## src/rtl/shr_pkg.sv

```systemverilog
// Shared definitions for the pipelined barrel shifter: mode encodings and a
// constant-evaluable ceil(log2) helper for sizing the shift-amount path.
package shr_pkg;

    typedef enum logic [1:0] {
        MODE_SHRL = 2'b00,
        MODE_SHRA = 2'b01,
        MODE_SHL  = 2'b10,
        MODE_ROR  = 2'b11
    } shr_mode_e;

    function automatic int clog2(input int value);
        int r;
        r = 0;
        while ((1 << r) < value) r++;
        return r;
    endfunction

endpackage

```

## src/rtl/shr_pipe_if.sv

```systemverilog
// Input and output handshake bundle of shr_pipe; master is the traffic side,
// slave is the shifter.
interface shr_pipe_if #(
    parameter int DATAWIDTH = 8,
    parameter int SHWIDTH   = DATAWIDTH
);
    // Handshake: a beat moves on a rising clock edge exactly when valid and
    // ready are both high; valid never waits on ready, and a producer holding
    // valid keeps its payload stable until that transfer happens.
    logic                 in_valid;
    logic                 in_ready;
    logic [DATAWIDTH-1:0] a;
    logic [SHWIDTH-1:0]   sh_amt;
    logic [1:0]           mode;
    logic                 out_valid;
    logic                 out_ready;
    logic [DATAWIDTH-1:0] d;
    logic                 ovf;

    modport master (
        output in_valid, a, sh_amt, mode, out_ready,
        input  in_ready, out_valid, d, ovf
    );

    modport slave (
        input  in_valid, a, sh_amt, mode, out_ready,
        output in_ready, out_valid, d, ovf
    );
endinterface

```

## src/rtl/shr_pipe_stage.sv

```systemverilog
// One registered group of right-shift/rotate mux levels with its own valid bit.
// The last stage also undoes the left-shift bit reversal and applies over-range.
module shr_pipe_stage
    import shr_pkg::*;
#(
    parameter int DATAWIDTH = 8,
    parameter int AMTW      = 3,
    parameter int FIRST_LVL = 0,
    parameter int NUM_LVL   = 3,
    parameter bit LAST      = 1'b1
) (
    input  logic                 clk,
    input  logic                 rst,
    input  logic                 up_valid,
    input  logic                 down_ready,
    output logic                 load,
    output logic                 valid,
    input  logic [DATAWIDTH-1:0] up_data,
    input  logic [AMTW-1:0]      up_amt,
    input  shr_mode_e            up_mode,
    input  logic                 up_ovf,
    input  logic                 up_fill,
    output logic [DATAWIDTH-1:0] data,
    output logic [AMTW-1:0]      amt,
    output shr_mode_e            mode,
    output logic                 ovf,
    output logic                 fill
);

    logic [DATAWIDTH-1:0] lv [NUM_LVL+1];
    logic [DATAWIDTH-1:0] res;

    assign lv[0] = up_data;

    for (genvar j = 0; j < NUM_LVL; j++) begin : g_lvl
        localparam int SH = 1 << (FIRST_LVL + j);
        assign lv[j+1] = !up_amt[FIRST_LVL+j]  ? lv[j] :
                         (up_mode == MODE_ROR) ? {lv[j][SH-1:0], lv[j][DATAWIDTH-1:SH]} :
                                                 {{SH{up_fill}}, lv[j][DATAWIDTH-1:SH]};
    end

    always_comb begin
        res = lv[NUM_LVL];
        if (LAST && up_mode == MODE_SHL) begin
            for (int i = 0; i < DATAWIDTH; i++) res[i] = lv[NUM_LVL][DATAWIDTH-1-i];
        end
        // Over-range result is pure fill: zero, or the sign for arithmetic shifts.
        if (LAST && up_ovf) res = {DATAWIDTH{up_fill}};
    end

    assign load = !valid || down_ready;

    always_ff @(posedge clk) begin
        if (!rst) begin
            valid <= 1'b0;
            data  <= '0;
            amt   <= '0;
            mode  <= MODE_SHRL;
            ovf   <= 1'b0;
            fill  <= 1'b0;
        end else if (load) begin
            valid <= up_valid;
            if (up_valid) begin
                data <= res;
                amt  <= up_amt;
                mode <= up_mode;
                ovf  <= up_ovf;
                fill <= up_fill;
            end
        end
    end

endmodule

```

## src/rtl/shr_pipe.sv

```systemverilog
// Pipelined barrel shifter: logical/arithmetic right, left (via bit reversal
// around the right-shift core) and rotate-right, with valid/ready on both sides.
module shr_pipe
    import shr_pkg::*;
#(
    parameter int DATAWIDTH = 8,
    parameter int SHWIDTH   = DATAWIDTH,
    parameter int STAGES    = 1
) (
    input  logic       Clk,
    input  logic       Rst,
    shr_pipe_if.slave  bus
);

    localparam int L = clog2(DATAWIDTH);
    localparam int G = (L + STAGES - 1) / STAGES;

    shr_mode_e            head_mode;
    logic [DATAWIDTH-1:0] head_data;
    logic [L-1:0]         head_amt;
    logic                 head_ovf;
    logic                 head_fill;

    logic [DATAWIDTH-1:0] s_data  [STAGES+1];
    logic [L-1:0]         s_amt   [STAGES+1];
    shr_mode_e            s_mode  [STAGES+1];
    logic                 s_ovf   [STAGES+1];
    logic                 s_fill  [STAGES+1];
    logic                 s_valid [STAGES+1];
    logic                 s_rdy   [STAGES+1];

    assign head_mode = shr_mode_e'(bus.mode);
    assign head_amt  = bus.sh_amt[L-1:0];
    // Over-range is decided once here; rotate only ever uses the low L bits.
    assign head_ovf  = (head_mode != MODE_ROR) && ((bus.sh_amt >> L) != '0);
    assign head_fill = (head_mode == MODE_SHRA) && bus.a[DATAWIDTH-1];

    always_comb begin
        head_data = bus.a;
        if (head_mode == MODE_SHL) begin
            for (int i = 0; i < DATAWIDTH; i++) head_data[i] = bus.a[DATAWIDTH-1-i];
        end
    end

    assign s_data[0]  = head_data;
    assign s_amt[0]   = head_amt;
    assign s_mode[0]  = head_mode;
    assign s_ovf[0]   = head_ovf;
    assign s_fill[0]  = head_fill;
    assign s_valid[0] = bus.in_valid;
    assign s_rdy[STAGES] = bus.out_ready;

    for (genvar k = 0; k < STAGES; k++) begin : g_stage
        localparam int FIRST = k * G;
        localparam int NUM   = (FIRST >= L) ? 0 : ((L - FIRST < G) ? (L - FIRST) : G);

        shr_pipe_stage #(
            .DATAWIDTH (DATAWIDTH),
            .AMTW      (L),
            .FIRST_LVL (FIRST),
            .NUM_LVL   (NUM),
            .LAST      (k == STAGES - 1)
        ) u_stage (
            .clk        (Clk),
            .rst        (Rst),
            .up_valid   (s_valid[k]),
            .down_ready (s_rdy[k+1]),
            .load       (s_rdy[k]),
            .valid      (s_valid[k+1]),
            .up_data    (s_data[k]),
            .up_amt     (s_amt[k]),
            .up_mode    (s_mode[k]),
            .up_ovf     (s_ovf[k]),
            .up_fill    (s_fill[k]),
            .data       (s_data[k+1]),
            .amt        (s_amt[k+1]),
            .mode       (s_mode[k+1]),
            .ovf        (s_ovf[k+1]),
            .fill       (s_fill[k+1])
        );
    end

    assign bus.in_ready  = s_rdy[0] && Rst;
    assign bus.out_valid = s_valid[STAGES];
    assign bus.d         = s_data[STAGES];
    assign bus.ovf       = s_ovf[STAGES];

endmodule

```

## src/flat_wrapper.sv

```systemverilog
// flat-port wrapper written by rule: the top's interface ports become plain ports
module shr_pipe_flat import shr_pkg::*;
#(
    parameter int DATAWIDTH = 8,
    parameter int SHWIDTH   = DATAWIDTH,
    parameter int STAGES    = 1
)
  (Clk, Rst, bus_in_valid, bus_a, bus_sh_amt, bus_mode, bus_out_ready, bus_in_ready, bus_out_valid, bus_d, bus_ovf);
  shr_pipe_if #(.DATAWIDTH(DATAWIDTH), .SHWIDTH(SHWIDTH)) bus_i ();
  input  logic Clk;
  input  logic Rst;
  input wire logic [$bits(bus_i.in_valid)-1:0] bus_in_valid;
  input wire logic [$bits(bus_i.a)-1:0] bus_a;
  input wire logic [$bits(bus_i.sh_amt)-1:0] bus_sh_amt;
  input wire logic [$bits(bus_i.mode)-1:0] bus_mode;
  input wire logic [$bits(bus_i.out_ready)-1:0] bus_out_ready;
  output wire logic [$bits(bus_i.in_ready)-1:0] bus_in_ready;
  output wire logic [$bits(bus_i.out_valid)-1:0] bus_out_valid;
  output wire logic [$bits(bus_i.d)-1:0] bus_d;
  output wire logic [$bits(bus_i.ovf)-1:0] bus_ovf;
  assign bus_i.in_valid = bus_in_valid;
  assign bus_i.a = bus_a;
  assign bus_i.sh_amt = bus_sh_amt;
  assign bus_i.mode = bus_mode;
  assign bus_i.out_ready = bus_out_ready;
  assign bus_in_ready = bus_i.in_ready;
  assign bus_out_valid = bus_i.out_valid;
  assign bus_d = bus_i.d;
  assign bus_ovf = bus_i.ovf;
  shr_pipe #(.DATAWIDTH(DATAWIDTH), .SHWIDTH(SHWIDTH), .STAGES(STAGES)) u_core (.Clk(Clk), .Rst(Rst), .bus(bus_i));
endmodule
```

## config.mk

```make
export PLATFORM = sky130hd
export DESIGN_NAME = shr_pipe_flat
export DESIGN_NICKNAME = d
export VERILOG_FILES = /design/src/rtl/shr_pkg.sv /design/src/rtl/shr_pipe_if.sv /design/src/rtl/shr_pipe_stage.sv /design/src/rtl/shr_pipe.sv /design/src/flat_wrapper.sv
export SDC_FILE = /design/constraint.sdc
export NUM_CORES = 1
export LEC_CHECK = 0
export CORE_UTILIZATION = 35
export DETAILED_ROUTE_END_ITERATION = 12
export PLACE_DENSITY_LB_ADDON = 0.25
export SYNTH_ARGS = -nofsm -noshare
export SYNTH_HDL_FRONTEND = slang
export SYNTH_HIERARCHICAL = 1
export SYNTH_SLANG_ARGS = --single-unit
```

## constraint.sdc

```tcl
create_clock -name Clk -period 3.1 [get_ports Clk]
set_clock_uncertainty 0.05 [all_clocks]
set_input_delay 0.775 -clock Clk [delete_from_list [all_inputs] [get_ports Clk]]
set_output_delay 0.775 -clock Clk [all_outputs]
set_load 0.02 [all_outputs]
```

==> results of run 1 <==
area by class of cell:
class                   count  share of cell area, %
repair buffers             40                   25.9
well taps                  31                   2.64
multi-input cells         103                   54.6
clock buffers               4                   2.47
inverters                   3                  0.767
flip-flops and latches     10                   13.6
registers in the layout, indices dropped and copies added (netlist names):
register,cells
u_core/g_stage.u_stage/ovf,1
u_core/g_stage.u_stage/data,8
u_core/g_stage.u_stage/valid,1
critical path, stage by stage:
cell,delay (ns)
clkdlybuf4s50_1,0.45
nand2b_1,0.14
and2_1,0.13
clkdlybuf4s50_1,0.59
layer usage:
layer / up-vias / share of wire (%) / global-route usage, %
met5: - / 0 / 0
met4: 0 / 0.65 / 5.57
met3: 2 / 3.0 / 2.72
met2: 22 / 51 / 33.9
met1: 567 / 45 / 23.2
li1: 559 / - / -
power by group through the flow:
| stage | Combinational, uW | Clock (uW) | Sequential (uW) |
|---|---|---|---|
| after detailed placement | 201 | 0 | 149 |
| final | 204 | 119 | 145 |
| after floorplan | 112 | 0 | 161 |
| after CTS | 202 | 124 | 145 |
| after global routing | 219 | 132 | 147 |
| after global placement | 198 | 0 | 148 |
per-stage QoR:
step	utilization (%)	total power [uW]	std cells
finish	51.9	468	191
detailed placement	50.6	350	187
global route	51.9	498	191
CTS	51.9	471	191
floorplan	-	272	126
global placement	50.6	346	187
path summary, 6_finish.rpt:
check / start / to / slack (ns) / cells past startpoint
hold reg to reg: u_core/g_stage[0].u_stage/ovf$_SDFFE_PN0P_ / u_core/g_stage[0].u_stage/ovf$_SDFFE_PN0P_ / 0.42 / 2
setup reg to reg: u_core/g_stage[0].u_stage/valid$_SDFFE_PN0N_ / u_core/g_stage[0].u_stage/data[6]$_SDFFE_PN0P_ / 1.54 / 5
hold / removal: u_core/g_stage[0].u_stage/ovf$_SDFFE_PN0P_ / u_core/g_stage[0].u_stage/ovf$_SDFFE_PN0P_ / 0.42 / 2
setup / recovery: bus_out_ready / bus_in_ready / 0.18 / 4
==> results.toml, run 1 <==
[yosys]
synthesis.area_um2 = 1070
synthCells = 126
synth_nets = 148
yosysWarnings = 6
avgSynthCellArea_um2 = 8.50

[pwr]
p_sw_share_pct = 32.6
seqPwrFrac_pct = 31.1
p_leak_uw = 0.000565
p_per_area_nw_per_um2 = 319
comb_power_share_pct = 43.6
p_int_uw = 315
switchingPower_uw = 153
clkPwrFrac_pct = 25.4
vdd_drop_max_mv = 0.138

[setup_path]
path_class = "input port to primary output"
start_kind = "input port"
critPathArrivalTime_ns = 2.09
end_kind = "primary output"
required_ns = 2.27
crit_fanout = 4

[floorplan]
core_um2 = 2830
placementRows = 19
chipWidth_um = 57.3
design.die.area_um2 = 3290
fp.dieH_um = 57.3
ioPinCount = 33
start_util_pct = 37.9

[route]
viasPerCell = 6.02
routedWlPerCell_um = 15.3
routed_wl_mm = 2.91
drc = 4
vias = 1150
drt-initial-drc-count = 28
drt_first_pass_iters = 8
ant_nets = 0

[cts]
clk_pin_slew_ns = 0.07
cts_buffers = 3
cts_hold_buffers = 0
post_cts_resized = 0
clock_path_buffers = 2
cts_tree = "done"
htree_levels = 1
cts.sinks = 10
clk_latency_ns = 0.26
post_cts_buffers = 0
cts_root_buf = "clkbuf_4"

[timing]
fin_crit_ns = 2.92
post-route-period-util_pct = 94.2
max_slew_margin_pct = 63.0
finalHoldWorstSlack_ns = 0.417
max_freq_ghz = 0.343
slew_viol_final = 0
worst_pin_slew_ns = 0.556
timing_hold_violations_final = 0
setup-tns-final_ns = 0
finalWorstSetupSlack_ns = 0.181
finalSetupViolCount = 0
grt_setup_unrepaired = "no"

[layout]
drive_above_1_share_pct = 16.3
regArea_um2 = 200
fin_area_um2 = 1470
area_growth_pct = 37.0
nets = 183
multi_input_area_um2 = 801
nFillCells = 287
n_antenna_cell = 0
final_common_cell = "clkdlybuf4s50_1"
final_cell_mix = "clkdlybuf4s50_1 (32), nand2_1 (10), dfxtp_1 (10), nor2_1 (9), mux2i_1 (9)"

[placed_design]
place_area_um2 = 1430
dp_slack_ns = -0.0324
gp_congestion = 0.862
portBuffers = 32
dpl.hpwl_mm = 2.39

[grt]
grt_pass1_wl_mm = 4.95
grt_pass1_vias = 1117
grt_usage_pct = 18.8
antenna_found_initial = 0
grt_start_max_net_pins = 15
grt-ovfl-total = 0

[outcome]
status = "finished with violations"
violations = "design-rule violations"

[job]
cap_violations = 0

[worst_hold_path]
hold_path_class = "flip-flop to flip-flop"
Note: power is estimated with default switching activity, not from simulation.
==> run 2: changes to the inputs <==
Settings changed: MAX_ROUTING_LAYER set to met4.
==> results.toml, run 2 (synthesis gave the netlist of run 1 again) <==
[timing]
fin_crit_ns = 2.92
timing_hold_violations_final = 0
max_slew_margin_pct = 60.7
slew_viol_final = 0
worst_pin_slew_ns = 0.589
post-route-period-util_pct = 94.2
max_freq_ghz = 0.343
grt_setup_unrepaired = "no"
finalSetupViolCount = 0
setup-tns-final_ns = 0

[setup_path]
cpMaxStageDelayCell = "clkdlybuf4s50_1"
crit_fanout = 4
critPathArrivalTime_ns = 2.09
required_ns = 2.27
end_kind = "primary output"
path_class = "input port to primary output"
max_stage_delay_ns = 0.59
crit_path_frequent_cell = "clkdlybuf4s50_1"
start_kind = "input port"
crit_chain = "clkdlybuf4s50_1, nand2b_1, and2_1, clkdlybuf4s50_1"

[placed_design]
portBuffers = 32
dpl.hpwl_mm = 2.39
dp_cells = 187
place_area_um2 = 1430
gp_congestion = 0.876

[layout]
nFillCells = 287
fin_area_um2 = 1470
largest_register = "u_core/g_stage.u_stage/data"
n_antenna_cell = 0
fin_cells = 191
final_common_cell = "clkdlybuf4s50_1"
drive_above_1_share_pct = 16.3
postLayoutCoreUtil_pct = 51.9
largest_register_ffs = 8
area_growth_pct = 37.0
nets = 183
reg_top3 = "u_core/g_stage.u_stage/data (8), u_core/g_stage.u_stage/ovf (1), u_core/g_stage.u_stage/valid (1)"
final_cell_mix = "clkdlybuf4s50_1 (32), nand2_1 (10), dfxtp_1 (10), nor2_1 (9), mux2i_1 (9)"

[cts]
post_cts_buffers = 0
cts_hold_buffers = 0
clock_path_buffers = 2
cts_tree = "done"
cts_root_buf = "clkbuf_4"
post_cts_resized = 0
cts.sinks = 10
cts_buffers = 3
htree_levels = 1
clk_pin_slew_ns = 0.07
clk_latency_ns = 0.26

[route]
drt_first_pass_iters = 8
vias = 1148
viasPerCell = 6.01
ant_nets = 0
routed_wl_mm = 2.92
routedWlPerCell_um = 15.3
drc = 4
drt-initial-drc-count = 30

[floorplan]
design.die.area_um2 = 3290
chipWidth_um = 57.3
placementRows = 19
ioPinCount = 33
core_um2 = 2830
fp.dieH_um = 57.3
start_util_pct = 37.9

[grt]
grt-ovfl-total = 0
grt_start_max_net_pins = 15
grt_pass1_vias = 1119
grt_pass1_wl_mm = 4.97
grt_usage_pct = 19.5
antenna_found_initial = 0

[outcome]
status = "finished with violations"
violations = "design-rule violations"

[worst_hold_path]
hold_path_class = "flip-flop to flip-flop"

[pwr]
p_per_area_nw_per_um2 = 319
comb_power_share_pct = 43.6
seqPwrFrac_pct = 31.0
p_int_uw = 315
switchingPower_uw = 153
clkPwrFrac_pct = 25.4
finalPower_uw = 468
vdd_drop_max_mv = 0.138
p_sw_share_pct = 32.7
p_leak_uw = 0.000565

[job]
cap_violations = 0
## run 2: cell counts in the layout (fill, tap and decap cells not counted)
Identical to the previous run, type by type.
## run 2: area by class of cell
type                    instances  area, um2  area share (%)
repair buffers                 40        380            25.9
multi-input cells             103        801            54.6
flip-flops and latches         10        200            13.6
clock buffers                   4       36.3            2.47
well taps                      31       38.8            2.64
inverters                       3       11.3           0.767
## run 2: metrics by stage
stage / setup slack (ns) / hold slack, ns
after floorplan: 0.538 / 0.489
after global placement: 0.00603 / 0.398
after detailed placement: -0.0324 / 0.410
after CTS: 0.179 / 0.420
after global routing: 0.135 / 0.443
final: 0.181 / 0.416
## run 2: metal layers
layer / routed length, um / track usage, % / part of all wire [%]
met1: 1330 / 23.5 / 46
met5: 0 / - / 0
met3: 79 / 2.72 / 2.7
met4: 19 / 5.57 / 0.65
met2: 1490 / 33.9 / 51
## run 2: worst max-delay path: cells and delay by family
kind                   cells  cell delay [ns]
buffers and inverters      2             1.04
and+or+nand+nor            2             0.27
## run 2: power by group through the flow
stage | Sequential [uW] | Combinational, uW | Clock, uW
after global routing | 147 | 219 | 132
after detailed placement | 149 | 201 | 0
after global placement | 148 | 198 | 0
after floorplan | 161 | 112 | 0
after CTS | 145 | 202 | 124
final | 145 | 204 | 119
## run 2: final timing paths
kind                                                start                                             end  slack, ns  depth (start not counted)
min            u_core/g_stage[0].u_stage/ovf$_SDFFE_PN0P_      u_core/g_stage[0].u_stage/ovf$_SDFFE_PN0P_       0.42                          2
min reg2reg    u_core/g_stage[0].u_stage/ovf$_SDFFE_PN0P_      u_core/g_stage[0].u_stage/ovf$_SDFFE_PN0P_       0.42                          2
max reg2reg  u_core/g_stage[0].u_stage/valid$_SDFFE_PN0N_  u_core/g_stage[0].u_stage/data[6]$_SDFFE_PN0P_       1.52                          5
max                                         bus_out_ready                                    bus_in_ready       0.18                          4
